--- config.mk ---
export PLATFORM = sky130hd
export DESIGN_NAME = tt_microtile_pwm_bank_flat
export DESIGN_NICKNAME = d
export VERILOG_FILES = /design/src/rtl/tt_microtile_pwm_bank_pkg.sv /design/src/rtl/tt_microtile_pwm_bank_if.sv /design/src/rtl/tt_microtile_pwm_bank_pwm_channel.sv /design/src/rtl/tt_microtile_pwm_bank.sv /design/src/flat_wrapper.sv
export SDC_FILE = /design/constraint.sdc
export NUM_CORES = 1
export LEC_CHECK = 0
export BUFFER_PORTS_ARGS = -buffer_cell sky130_fd_sc_hd__buf_2
export CORE_MARGIN = 1.5
export CORE_UTILIZATION = 35
export CTS_CLUSTER_SIZE = 24
export DETAILED_ROUTE_END_ITERATION = 10
export PLACE_DENSITY_LB_ADDON = 0.12
export SYNTH_ARGS = -nofsm -noshare
export SYNTH_HDL_FRONTEND = slang
export SYNTH_SLANG_ARGS = --single-unit
--- constraint.sdc ---
create_clock -name clk -period 1.6 [get_ports clk]
set_input_delay 0.4 -clock clk [delete_from_list [all_inputs] [get_ports clk]]
set_output_delay 0.4 -clock clk [all_outputs]
set_load 0.05 [all_outputs]
--- src/rtl/tt_microtile_pwm_bank_pkg.sv ---
// Shared constants and elaboration helpers for the PWM microtile.
package tt_microtile_pkg;

    localparam int unsigned PIN_W      = 8;
    localparam int unsigned STROBE_BIT = 7;
    localparam int unsigned ENABLE_BIT = 6;
    localparam int unsigned MARKER_BIT = 7;

    function automatic int unsigned clog2(input int unsigned v);
        int unsigned r;
        r = 0;
        for (int unsigned p = 1; p < v; p = p << 1) begin
            r = r + 1;
        end
        return r;
    endfunction

    // Address, data, strobe and enable must all fit on the 8-bit pin bus.
    function automatic logic params_ok(input int unsigned width, input int unsigned channels);
        return ((channels == 2) || (channels == 4)) && (width >= 1)
               && ((clog2(channels) + width + 2) <= PIN_W);
    endfunction

endpackage

--- src/rtl/tt_microtile_pwm_bank_if.sv ---
// Tile pin bus: ui_in from the pads, uo_out back to the pads.
interface tt_microtile_pwm_bank_if;
    import tt_microtile_pkg::*;

    logic [PIN_W-1:0] ui_in;
    logic [PIN_W-1:0] uo_out;

    modport master (output ui_in, input uo_out);
    modport slave  (input ui_in, output uo_out);

endinterface

--- src/rtl/tt_microtile_pwm_bank_pwm_channel.sv ---
// One PWM channel: shadow duty, period-aligned active duty, registered compare.
module pwm_channel #(
    parameter int unsigned WIDTH = 4
) (
    input  logic             clk,
    input  logic             rst,
    input  logic             wr_en,
    input  logic [WIDTH-1:0] data,
    input  logic             load,
    input  logic [WIDTH-1:0] cnt,
    input  logic             en,
    output logic             pwm
);

    logic [WIDTH-1:0] shadow;
    logic [WIDTH-1:0] active;

    // active samples the pre-write shadow when a write and a load share an edge
    always_ff @(posedge clk) begin
        if (rst) begin
            shadow <= '0;
            active <= '0;
            pwm    <= 1'b0;
        end else begin
            if (wr_en) begin
                shadow <= data;
            end
            if (load) begin
                active <= shadow;
            end
            pwm <= en & (cnt < active);
        end
    end

endmodule

--- src/rtl/tt_microtile_pwm_bank.sv ---
// Multi-channel PWM tile: synchronised pin-bus writes, shared counter, period marker.
module tt_microtile_pwm_bank
    import tt_microtile_pkg::*;
#(
    parameter int unsigned WIDTH    = 4,
    parameter int unsigned CHANNELS = 4
) (
    input  logic                     clk,
    input  logic                     rst,
    tt_microtile_pwm_bank_if.slave   bus
);

    localparam int unsigned AW = clog2(CHANNELS);
    localparam logic [WIDTH-1:0] CNT_MAX = '1;

    if (!params_ok(WIDTH, CHANNELS)) begin : g_param_check
        $error("tt_microtile_pwm_bank: unsupported WIDTH/CHANNELS combination");
    end

    logic [PIN_W-1:0]    s1;
    logic [PIN_W-1:0]    s2;
    logic                s2_d;
    logic [WIDTH-1:0]    cnt;
    logic                marker;
    logic [CHANNELS-1:0] pwm;

    logic                wr_c;
    logic                en_c;
    logic                load_c;
    logic [AW-1:0]       addr_c;
    logic [WIDTH-1:0]    data_c;
    logic [PIN_W-1:0]    out_c;

    // Two-flop synchroniser on the whole pin bus plus strobe delay for edge detect
    always_ff @(posedge clk) begin
        if (rst) begin
            s1   <= '0;
            s2   <= '0;
            s2_d <= 1'b0;
        end else begin
            s1   <= bus.ui_in;
            s2   <= s1;
            s2_d <= s2[STROBE_BIT];
        end
    end

    assign wr_c   = s2[STROBE_BIT] & ~s2_d;
    assign en_c   = s2[ENABLE_BIT];
    assign addr_c = s2[WIDTH+AW-1:WIDTH];
    assign data_c = s2[WIDTH-1:0];
    assign load_c = en_c ? (cnt == CNT_MAX) : 1'b1;

    // Free-running period counter, parked at zero while disabled
    always_ff @(posedge clk) begin
        if (rst) begin
            cnt    <= '0;
            marker <= 1'b0;
        end else begin
            cnt    <= en_c ? (cnt + WIDTH'(1)) : '0;
            marker <= en_c & (cnt == '0);
        end
    end

    for (genvar i = 0; i < CHANNELS; i++) begin : g_ch
        pwm_channel #(
            .WIDTH (WIDTH)
        ) u_ch (
            .clk   (clk),
            .rst   (rst),
            .wr_en (wr_c && (addr_c == AW'(i))),
            .data  (data_c),
            .load  (load_c),
            .cnt   (cnt),
            .en    (en_c),
            .pwm   (pwm[i])
        );
    end

    always_comb begin
        out_c                      = '0;
        out_c[CHANNELS-1:0]        = pwm;
        out_c[MARKER_BIT]          = marker;
    end

    assign bus.uo_out = out_c;

endmodule

--- src/flat_wrapper.sv ---
// flat-port wrapper written by rule: the top's interface ports become plain ports
module tt_microtile_pwm_bank_flat import tt_microtile_pkg::*;
#(
    parameter int unsigned WIDTH    = 4,
    parameter int unsigned CHANNELS = 4
)
  (clk, rst, bus_ui_in, bus_uo_out);
  tt_microtile_pwm_bank_if bus_i ();
  input  logic clk;
  input  logic rst;
  input wire logic [$bits(bus_i.ui_in)-1:0] bus_ui_in;
  output wire logic [$bits(bus_i.uo_out)-1:0] bus_uo_out;
  assign bus_i.ui_in = bus_ui_in;
  assign bus_uo_out = bus_i.uo_out;
  tt_microtile_pwm_bank #(.WIDTH(WIDTH), .CHANNELS(CHANNELS)) u_core (.clk(clk), .rst(rst), .bus(bus_i));
endmodule
==> Yosys cells after proc, flatten, opt, wreduce, memory -nomap -nowiden <==
Index checks and enable logic that the tools add are counted.
{ "word_totals": {"reg_bits": 58, "inputBits": 10, "output_inout_bits": 8, "word_cells": 42} }
{ "op_classes": {"n_addsub": 1, "order_cmp": 4, "n_eq_ne": 4, "mux": 1, "bitwise": 8, "n_reduce_logical": 7} }
{ "op_table": {"columns": ["op", "n"], "rows": [
  ["$lt A4 B4 Y1", 4],
  ["$and A1 B1 Y1", 6],
  ["$add A4 B1 Y4 const B", 1],
  ["$eq A2 B2 Y1 const B", 2],
  ["$eq A4 B4 Y1 const B", 1],
  ["$logic_and A1 B1 Y1", 4],
  ["$logic_not A4 Y1", 1],
  ["$eq A2 B1 Y1 const B", 1],
  ["$logic_not A2 Y1", 1],
  ["$not A1 Y1", 2],
  ["$reduce_or A2 Y1", 1],
  ["$mux W1", 1]
]} }

==> Logic depth before layout (Yosys ltp) <==
Gate-level depths: netlist of run 1.
{ "logic_depth": {"ltp_word": 3, "mapped_depth": 4, "depth_no_buf": 4} }

==> Modules after synthesis <==
A second synthesis of run 1 with hierarchy kept.
{ "unflattened": {"hier_cells": 223, "area_unflattened_um2": 2299.7} }
{ "modules_own_cells": {"columns": ["mod", "n_inst", "cells_per_inst", "area_each_um2", "seq_area_each_um2"], "rows": [
  ["pwm_channel", 4, 39, 386.6, 180.2],
  ["tt_microtile_pwm_bank", 1, 67, 753.2, 440.4]
]} }

==> Worst setup path after synthesis of run 1 <==
No wires, ideal clock.
{ "synth_path": {"path_type": "register -> register", "from": "reg u_core.cnt[1]", "to": "reg u_core.g_ch[0].u_ch.active[0]", "arrival_time_ps": 1271, "required_time_ps": 1528, "setup_slack_ps": 257, "stages_incl_launch_ff": 5, "path_buffers": 1, "period_less_slack_ps": 1343, "path_cell_list": "dfxtp_1 -> ha_1 -> a31oi_4 -> buf_12 -> mux2i_1"} }
{ "synth_via": {"elab_chain_cells": 2} }
{ "synth_rtl": {"columns": ["element", "line", "rtl"], "rows": [
  ["start: declaration", "tt_microtile_pwm_bank.sv:23", "logic [WIDTH-1:0] cnt;"],
  ["start signal: assignment", "tt_microtile_pwm_bank.sv:59", "cnt <= en_c ? (cnt + WIDTH'(1)) : '0;"],
  ["$eq A4 B4 Y1", "tt_microtile_pwm_bank.sv:51", "assign load_c = en_c ? (cnt == CNT_MAX) : 1'b1;"],
  ["$mux W1", "tt_microtile_pwm_bank.sv:51", null],
  ["end signal: assignment", "tt_microtile_pwm_bank_pwm_channel.sv:29", "active <= shadow;"],
  ["end: declaration", "tt_microtile_pwm_bank_pwm_channel.sv:16", "logic [WIDTH-1:0] active;"]
]} }
Every way passes these cells.
A chain may end at the register's enable or synchronous reset.

==> Worst setup path after layout of run 1 <==
{ "layout_path": {"from": "reg u_core.cnt[0]", "to": "reg u_core.g_ch[3].u_ch.active[1]"} }
{ "layout_via": {"elab_chain_cells": 2} }
{ "layout_rtl": {"columns": ["element", "line"], "rows": [
  ["$eq A4 B4 Y1", "tt_microtile_pwm_bank.sv:51"],
  ["$mux W1", "tt_microtile_pwm_bank.sv:51"],
  ["end signal: assignment", "tt_microtile_pwm_bank_pwm_channel.sv:29"],
  ["end: declaration", "tt_microtile_pwm_bank_pwm_channel.sv:16"]
]} }
Every way passes these cells.

==> results of run 1 <==
## where the power goes
group	total [mW]	internal, mW	switching (mW)
Sequential	1.48	1.47	0.0147
Clock	1.13	0.622	0.512
Combinational	0.119	0.0569	0.0623
## per-stage QoR
stage / hold WS [ns] / cell area [um^2] / setup slack [ns] / util, %
after global placement: 0.419 / 2550 / 0.339 / 37.7
after global routing: 0.277 / 2710 / 0.132 / 40.1
after detailed placement: 0.422 / 2550 / 0.254 / 37.7
after floorplan: 0.414 / 2450 / 0.257 / -
final: 0.279 / 2710 / 0.262 / 40.1
after CTS: 0.256 / 2710 / 0.235 / 40.1
## metal layers
layer | track usage [%] | vias up | part of all wire [%]
li1 | - | 793 | -
met1 | 17.5 | 654 | 53
met2 | 17.0 | 22 | 41
met5 | 0 | - | 0
met4 | 9.68 | 0 | 3.0
met3 | 3.43 | 11 | 3.1
## cell type report
cell class / count / area (um^2)
clock buffer: 13 / 159
fill: 665 / 4050
inverter: 16 / 60.1
multi-input combinational: 148 / 1110
sequential: 58 / 1160
tap: 80 / 100
timing repair buffer: 17 / 118
## cell usage in the layout (no fill, tap or decap)
cell type  instances
dfxtp_1           58
nor2b_1           17
xor2_1             1
nor2_1            12
nor4b_4            1
nand4b_1           1
and4bb_2           2
xnor2_1            1
mux2i_1           20
buf_2             14
buf_12             2
inv_1             16
a31oi_4            1
clkbuf_1           2
ha_1              14
nor4b_1            1
buf_4              1
o21a_1             4
nand3b_1          12
nand2b_1          37
conb_1             3
a211oi_1           4
nand3_1            1
clkbuf_8          11
o21ai_0           13
o21ai_1            3
## cells by family after synthesis
logic type / after synthesis
and+or+nand+nor: 84
DFF: 58
buffers and inverters: 35
AOI/OAI and AO/OA: 25
muxes: 20
adders and majority gates: 14
xor gates and xnor gates: 2
other: 1
## path summary, 6_finish.rpt
kind / startpoint / endpoint / slack [ns] / cells after the start
max reg2reg: u_core.cnt[0] / u_core.g_ch[3].u_ch.active[1] / 0.26 / 4
min reg2reg: u_core.s1[7] / u_core.s2[7] / 0.43 / 1
max: u_core.cnt[0] / u_core.g_ch[3].u_ch.active[1] / 0.26 / 4
min: bus_ui_in[4] / u_core.s1[4] / 0.28 / 2
## worst max-delay path, delay by kind of cell, from the launching register on
family	cells	cell delay (ns)
DFF	1	0.37
adders and majority gates	1	0.27
AOI/OAI and AO/OA	1	0.22
muxes	1	0.20
buffers and inverters	1	0.19
## state kept, by name (all words and copies together), names as in the netlist
register	flops
u_core.cnt	4
u_core.marker	1
u_core.g_ch.u_ch.active	16
u_core.s1	8
u_core.s2_d	1
u_core.s2	8
u_core.g_ch.u_ch.shadow	16
u_core.g_ch.u_ch.pwm	4
==> results.ini, run 1 <==
[outcome]
status = finished clean

[cts]
cts-hold-fix-buffers = 0
cts.sinks = 58
cts_tree = yes
cts_resized = 0
root_buffer = clkbuf_8
cts_buffer_depth = 2
cts.htree.levels = 3
clkLatencyLatePin_ns = 0.33
numCtsBuffers = 9
path_clk_slew_ns = 0.06
postCtsSetupBuffers = 0

[timing]
finalSetupViolations = 0
finalCriticalPeriod_ns = 1.34
min_period_over_period_pct = 83.7
rsz0062_at_grt = no
hold_viol_final = 0
fin_tns_setup_ns = 0
drv_slew = 0
skew_ns = 0.00671
max_freq_mhz = 747

[global_route]
grt_pass1_vias = 1455
grt.total_usage_pct = 12.8
antenna_found_initial = 0
grt_max_degree = 66
grt_pass1_wl_um = 7040
grt-ovfl-total = 0

[die]
io_pins = 18
design.die.area_um2 = 7500
initial_core_util_pct = 36.2
rows = 30
coreArea_um2 = 6760
die_x_um = 86.6
die_h_um = 86.6

[yosys]
synthArstFlopShare_pct = 0
synth.distinct_cells = 26
synth_compound_area_share_pct = 6.60
synth_top_cell_by_area = dfxtp_1
synthFlopType = dfxtp_1
ys_top_cells_by_count = dfxtp_1, nand2b_1, mux2i_1, nor2b_1, inv_1
synth_edf_count = 0
syn_avg_cell_area_um2 = 10.2
synth_top_family_by_area = simple AND/OR/NAND/NOR gates
synth_top_area_share_pct = 47.5
synth_area_um2 = 2440
synth_warnings = 0
synth.area.mux_share_pct = 8.19
yosys.area_share.simple_pct = 22.3
ys_seq_area_share_pct = 47.5
synth_area_leaders = dfxtp_1, nand2b_1, mux2i_1
synth-seq-cells = 58
yosys.area_share.xor_xnor_pct = 0.716
synthAdderAreaFrac_pct = 7.16
synth.most_common_cell = dfxtp_1
syn_inst = 239

[place]
place_inst = 319
gp_congestion = 0.710
hpwl_um = 2600
port_buffers = 14

[worst_setup_path]
path_class = register to register
cp_cell_sequence = ha_1, a31oi_4, buf_12, mux2i_1
critical_path.max_stage_delay_ns = 0.37
cp.arrival_ns = 1.59
startpoint_type = register
cp_slowest_cell = dfxtp_1
worstPathRequired_ns = 1.85
endpoint_kind = register
crit_path_max_fanout = 16

[detailed_routing]
routedWlPerCell_um = 12.0
antenna_left = 0
totalWireLength_um = 4000
vias = 1480
drt_iter0_drc = 92
post-route-drc-count = 0
via_per_inst = 4.46
drt_pre_antenna_iters = 3

[power_and_ir_drop]
max-vdd-ir-drop_v = 0.000490
p_leak_nw = 1.02
power_mw = 2.74
power_density_nw_per_um2 = 1010

[layout]
layout-drive-gt1-share_pct = 12.7
n_antenna_cell = 0
final_nets = 274
area_delta_synth_final_pct = 10.7
final_cells = 332

[min_path]
min_path_type = input port to register

[flow_run]
maxCapViolations = 0

Note: power is estimated with default switching activity, not from simulation.
==> run 2: changes to the inputs <==
==> constraint.sdc (replaced) <==
create_clock -name clk -period 1.1 [get_ports clk]
set_input_delay 0.275 -clock clk [delete_from_list [all_inputs] [get_ports clk]]
set_output_delay 0.275 -clock clk [all_outputs]
set_load 0.05 [all_outputs]
==> run 2 against run 1 <==
Compared with the run above:
- the flow now finishes with violations (setup timing)
- highest routed layer unchanged
- clock skew is 0.0018 ns higher
- critical path type unchanged
- non-clock buffer count grew 8
- via count grew 2.0%
- sequential cell count unchanged
- clock-buffer cell count down 2
==> results.ini, run 2 (synthesis gave the netlist of run 1 again) <==
[outcome]
status = finished with violations  ; was finished clean
violations = setup timing

[die]
coreArea_um2 = 6760  ; unchanged
die_h_um = 86.6  ; unchanged
rows = 30  ; unchanged
io_pins = 18  ; unchanged
initial_core_util_pct = 36.2  ; unchanged
design.die.area_um2 = 7500  ; unchanged
die_x_um = 86.6  ; unchanged

[detailed_routing]
antenna_left = 0  ; unchanged
drt_pre_antenna_iters = 4  ; was 3
top_layer_used = met4  ; unchanged
wl_met3_um = 182  ; was 123 um
drt_iter0_drc = 62  ; was 92
totalWireLength_um = 4090  ; was 4000 um
routedWlPerCell_um = 12.0  ; about the same
drt-met1-wl_um = 2030  ; was 2120 um
post-route-drc-count = 0  ; unchanged
vias = 1509  ; was 1,480
dr_wl_met2_um = 1770  ; was 1630 um
via_per_inst = 4.43  ; was 4.46

[place]
place_ws_ns = -0.101  ; was 0.254 ns
port_buffers = 14  ; unchanged
gp_congestion = 0.733  ; was 0.710
hpwl_um = 2750  ; was 2600 um

[power_and_ir_drop]
power_density_nw_per_um2 = 1460  ; was 1010 nW/um^2
power_mw = 4.24  ; was 2.74 mW
max-vdd-ir-drop_v = 0.000713  ; was 0.000490 V
p_leak_nw = 1.11  ; was 1.02 nW

[layout]
reg_top3 = u_core.g_ch.u_ch.active: 16 flops, u_core.g_ch.u_ch.shadow: 16 flops  ; unchanged
fillers = 684  ; was 665
n_antenna_cell = 0  ; unchanged
area_delta_synth_final_pct = 19.1  ; was 10.7%
final_common_cell = dfxtp_1  ; unchanged
layout-drive-gt1-share_pct = 24.5  ; was 12.7%
multi_input_area_um2 = 1160  ; was 1110 um^2
regArea_um2 = 1180  ; was 1160 um^2
final_nets = 282  ; was 274
final_cell_mix = dfxtp_1, nand2b_1, mux2i_1, nor2b_1, inv_1  ; unchanged

[min_path]
min_path_type = input port to register  ; unchanged

[global_route]
grt_pass1_wl_um = 6970  ; was 7040 um
grt-ovfl-total = 0  ; unchanged
antenna_found_initial = 0  ; unchanged
grt_pass1_vias = 1441  ; was 1,455
grt_max_degree = 65  ; was 66
grt.total_usage_pct = 12.8  ; about the same

[cts]
cts_tree = yes  ; unchanged
postCtsSetupBuffers = 0  ; unchanged
cts.sinks = 58  ; unchanged
cts.htree.levels = 3  ; unchanged
clkLatencyLatePin_ns = 0.33  ; about the same
path_clk_slew_ns = 0.06  ; about the same
cts_buffer_depth = 2  ; unchanged
numCtsBuffers = 9  ; unchanged
root_buffer = clkbuf_8  ; unchanged

[timing]
finalSetupViolations = 18  ; was 0
hold_viol_final = 0  ; unchanged
skew_ns = 0.00848  ; was 0.00671 ns
max_freq_mhz = 859  ; was 747 MHz
drv_slew = 0  ; unchanged
rsz0062_at_grt = yes  ; was no
fin_ws_ns = -0.0635  ; was 0.262 ns
finalCriticalPeriod_ns = 1.16  ; was 1.34 ns
min_period_over_period_pct = 106  ; was 83.7%
hold_ws_ns = 0.149  ; was 0.279 ns

[worst_setup_path]
worstPathRequired_ns = 1.36  ; was 1.85 ns
endpoint_kind = register  ; unchanged
startpoint_type = register  ; unchanged
path_class = register to register  ; unchanged
crit_path_max_fanout = 16  ; unchanged
cp.arrival_ns = 1.42  ; was 1.59 ns

[flow_run]
maxCapViolations = 0  ; unchanged

==> run 2: changes by cell type in the layout (fill, tap and decap cells not counted), moves of 2 or more <==
cell / before / now
a211oi_1: 4 / 0
a211oi_2: 0 / 4
buf_2: 14 / 9
buf_4: 1 / 9
buf_6: 0 / 2
buf_8: 0 / 3
clkbuf_1: 2 / 0
clkinv_2: 0 / 2
dfxtp_1: 58 / 45
dfxtp_2: 0 / 10
dfxtp_4: 0 / 3
nand2b_1: 37 / 35
==> run 2: through the flow <==
stage / cell area [um^2] / TNS, ns / util, % / instances
6_report: 2910 / -0.706 / 43.1 / 341
5_1_grt: 2910 / -1.68 / 43.1 / 341
4_1_cts: 2880 / -0.847 / 42.6 / 341
3_5_place_dp: 2620 / -0.968 / 38.8 / 327
3_3_place_gp: 2620 / -0.672 / 38.8 / 327
2_1_floorplan: 2470 / -1.12 / - / 241
==> run 2: report_power, final <==
| part | switching [mW] | internal [mW] |
|---|---|---|
| Clock | 0.773 | 1.14 |
| Combinational | 0.0906 | 0.0939 |
| Sequential | 0.0226 | 2.13 |
| Total | 0.886 | 3.36 |
==> run 2: worst max-delay path, stage by stage (launching register included) <==
cell and delay [ns]:
dfxtp_4 0.37, ha_4 0.17, a31oi_4 0.15, buf_12 0.19, mux2i_1 0.20
==> run 2: final timing paths <==
check                                    from                            end  slack (ns)  cells after the start
worst max register to register  u_core.cnt[1]  u_core.g_ch[1].u_ch.active[2]       -0.06                      4
worst min-delay path             bus_ui_in[3]                   u_core.s1[3]        0.15                      2
worst min register to register   u_core.s1[0]                   u_core.s2[0]        0.43                      1
worst max-delay path            u_core.cnt[1]  u_core.g_ch[1].u_ch.active[2]       -0.06                      4
==> run 2: area by class of cell <==
class	count	share of cell area, %
clock inverters	3	1.37
clock buffers	11	5.20
inverters	16	2.06
repair buffers	25	7.56
flip-flops and latches	58	40.7
well taps	80	3.44
multi-input cells	148	39.7
==> run 2: layer usage <==
layer,track usage (%),vias up
met5,0,-
met4,6.30,0
met3,6.38,12
met2,19.3,25
met1,15.2,665
li1,-,807
==> run 2: what timing repair did <==
item | 4_1_cts | 5_1_grt
hold buffers | 0 | 0
setup endpoints to repair | 25 | 29
gates cloned | 0 | 0
pin swaps | 1 | 9
gates resized for setup | 22 | 14
==> run 3: changes to the inputs <==
--- a/config.mk
+++ b/config.mk
@@ -5,11 +5,11 @@
 export SDC_FILE = /design/constraint.sdc
 export NUM_CORES = 1
 export LEC_CHECK = 0
-export BUFFER_PORTS_ARGS = -buffer_cell sky130_fd_sc_hd__buf_2
 export CORE_MARGIN = 1.5
 export CORE_UTILIZATION = 35
 export CTS_CLUSTER_SIZE = 24
 export DETAILED_ROUTE_END_ITERATION = 10
+export DONT_BUFFER_PORTS = 1
 export PLACE_DENSITY_LB_ADDON = 0.12
 export SYNTH_ARGS = -nofsm -noshare
 export SYNTH_HDL_FRONTEND = slang
==> run 3 against run 2 <==
Compared with the run above:
- the run still ends with setup timing left
- clock power is 3% higher
- largest power group unchanged
- wire length is 0.95% lower
- largest cell class unchanged
- sequential power about the same
- power up 0.34%
- setup slack better by 0.0087 ns
- clock-buffer cell count down 2
==> results.ini, run 3 (synthesis gave the netlist of run 1 again) <==
[outcome]
status = finished with violations  ; unchanged
violations = setup timing  ; unchanged

[power_and_ir_drop]
power.switching_uw = 991  ; was 886 uW
power_frac_comb_pct = 3.5  ; was 4.3%
max-vdd-ir-drop_v = 0.000870  ; was 0.000713 V
power_density_nw_per_um2 = 1480  ; was 1460 nW/um^2
p_clk_share_pct = 46.0  ; was 45.0%
switching_share_pct = 23.3  ; was 20.9%
p_int_mw = 3.27  ; was 3.36 mW
p_leak_nw = 1.08  ; was 1.11 nW
pwr-share-seq_pct = 50.5  ; was 50.7%

[cts]
path_clk_slew_ns = 0.07  ; was 0.06 ns
root_buffer = clkbuf_8  ; unchanged
cts.htree.levels = 3  ; unchanged
cts.sinks = 58  ; unchanged
cts_tree = yes  ; unchanged
numCtsBuffers = 9  ; unchanged
cts_buffer_depth = 2  ; unchanged
clkLatencyLatePin_ns = 0.33  ; about the same

[layout]
multi_input_area_um2 = 1140  ; was 1160 um^2
fillers = 652  ; was 684
layout-drive-gt1-share_pct = 21.5  ; was 24.5%
n_antenna_cell = 0  ; unchanged
reg_top3 = u_core.g_ch.u_ch.active: 16 flops, u_core.g_ch.u_ch.shadow: 16 flops  ; unchanged
final_common_cell = dfxtp_1  ; unchanged
regArea_um2 = 1190  ; was 1180 um^2
area_delta_synth_final_pct = 18.0  ; was 19.1%
final_nets = 275  ; was 282
final_area_um2 = 2880  ; was 2910 um^2
final_cell_mix = dfxtp_1, nand2b_1, mux2i_1, nor2b_1, inv_1  ; unchanged
final_core_util_pct = 42.7  ; was 43.1%

[detailed_routing]
post-route-drc-count = 0  ; unchanged
antenna_left = 0  ; unchanged
routedWlPerCell_um = 12.1  ; was 12.0 um
drt_pre_antenna_iters = 4  ; unchanged
drt_iter0_drc = 40  ; was 62
via_per_inst = 4.46  ; was 4.43
vias = 1497  ; was 1,509
totalWireLength_um = 4060  ; was 4090 um

[timing]
max_slew_margin_pct = 54.8
finalSetupViolations = 18  ; unchanged
fin_ws_ns = -0.0548  ; was -0.0635 ns
worst_pin_slew_ns = 0.679
drv_slew = 0  ; unchanged
finalCriticalPeriod_ns = 1.15  ; was 1.16 ns
hold_viol_final = 0  ; unchanged
max_freq_mhz = 866  ; was 859 MHz
rsz0062_at_grt = yes  ; unchanged
skew_ns = 0.00663  ; was 0.00848 ns
min_period_over_period_pct = 105  ; was 106%

[global_route]
grt_pass1_wl_um = 6900  ; was 6970 um
grt.total_usage_pct = 12.6  ; was 12.8%
grt_pass1_vias = 1399  ; was 1,441
grt-ovfl-total = 0  ; unchanged
antenna_found_initial = 0  ; unchanged
grt_max_degree = 49  ; was 65

[die]
coreArea_um2 = 6760  ; unchanged
design.die.area_um2 = 7500  ; unchanged
initial_core_util_pct = 36.2  ; unchanged
rows = 30  ; unchanged
io_pins = 18  ; unchanged
die_h_um = 86.6  ; unchanged
die_x_um = 86.6  ; unchanged

[place]
placed_cell_area_um2 = 2560  ; was 2620 um^2
port_buffers = 0  ; was 14
place_ws_ns = -0.0833  ; was -0.101 ns
hpwl_um = 2660  ; was 2750 um
gp_congestion = 0.768  ; was 0.733

[worst_setup_path]
endpoint_kind = register  ; unchanged
cp.arrival_ns = 1.41  ; was 1.42 ns
path_class = register to register  ; unchanged
crit_path_max_fanout = 16  ; unchanged
startpoint_type = register  ; unchanged
worstPathRequired_ns = 1.36  ; about the same

[flow_run]
maxCapViolations = 0  ; unchanged

[min_path]
min_path_type = input port to register  ; unchanged

[run 3: changes by cell type in the layout (fill, tap and decap cells not counted), sizes merged]
| cell | before | now |
|---|---|---|
| clkinvlp | 0 | 3 |
| clkbuf | 11 | 9 |
| dlygate4sd3 | 0 | 2 |
| dlymetal6s4s | 0 | 1 |
| buf | 25 | 15 |
| inv | 16 | 17 |
[run 3: metrics by stage]
step | power [mW] | hold slack (ns) | cells | TNS (ns)
floorplan | 2.34 | 0.403 | 241 | -1.12
global placement | 2.34 | 0.354 | 316 | -0.572
detailed placement | 2.34 | 0.356 | 316 | -0.856
CTS | 4.33 | 0.0424 | 335 | -1.84
global route | 4.45 | 0.0384 | 336 | -1.57
finish | 4.26 | 0.0651 | 336 | -0.590
[run 3: timing repair]
action / in CTS / in global routing
setup endpoints to repair: 25 / 48
buffers inserted: 0 / 1
hold buffers: 3 / 0
pin swaps: 0 / 8
endpoints found under the hold margin: 21 / 0
gates resized for setup: 16 / 15
[run 3: layer usage]
layer / global-route usage, % / up-vias / wire length [um]
met5: 0 / - / 0
met4: 5.72 / 0 / 65
met3: 6.00 / 4 / 161
met2: 17.8 / 24 / 1730
met1: 16.3 / 661 / 2100
li1: - / 808 / -
[run 3: final cells by class]
class	count	area share (%)
clock buffers	9	4.30
inverters	16	2.08
repair buffers	18	6.64
flip-flops and latches	58	41.2
clock inverters	7	2.73
well taps	80	3.47
multi-input cells	148	39.6
[run 3: worst paths after layout]
| path | slack [ns] | from | to | cells past startpoint |
|---|---|---|---|---|
| worst min-delay path | 0.07 | bus_ui_in[0] | u_core.s1[0] | 1 |
| worst max register to register | -0.05 | u_core.cnt[1] | u_core.g_ch[2].u_ch.active[0] | 4 |
| worst min register to register | 0.43 | u_core.s1[1] | u_core.s2[1] | 1 |
| worst max-delay path | -0.05 | u_core.cnt[1] | u_core.g_ch[2].u_ch.active[0] | 4 |
[run 3: power groups by stage]
stage                     sequential, mW  clock (mW)  combinational, mW
after floorplan                     2.20           0              0.147
after global placement              2.20           0              0.133
after detailed placement            2.20           0              0.132
after CTS                           2.15        2.03              0.152
after global routing                2.15        2.13              0.163
final                               2.15        1.96              0.151
[run 3: critical path, cell delays in order, from the launching register on]
cell,delay [ns]
dfxtp_4,0.38
ha_4,0.17
a31oi_4,0.15
buf_12,0.19
mux2i_1,0.20
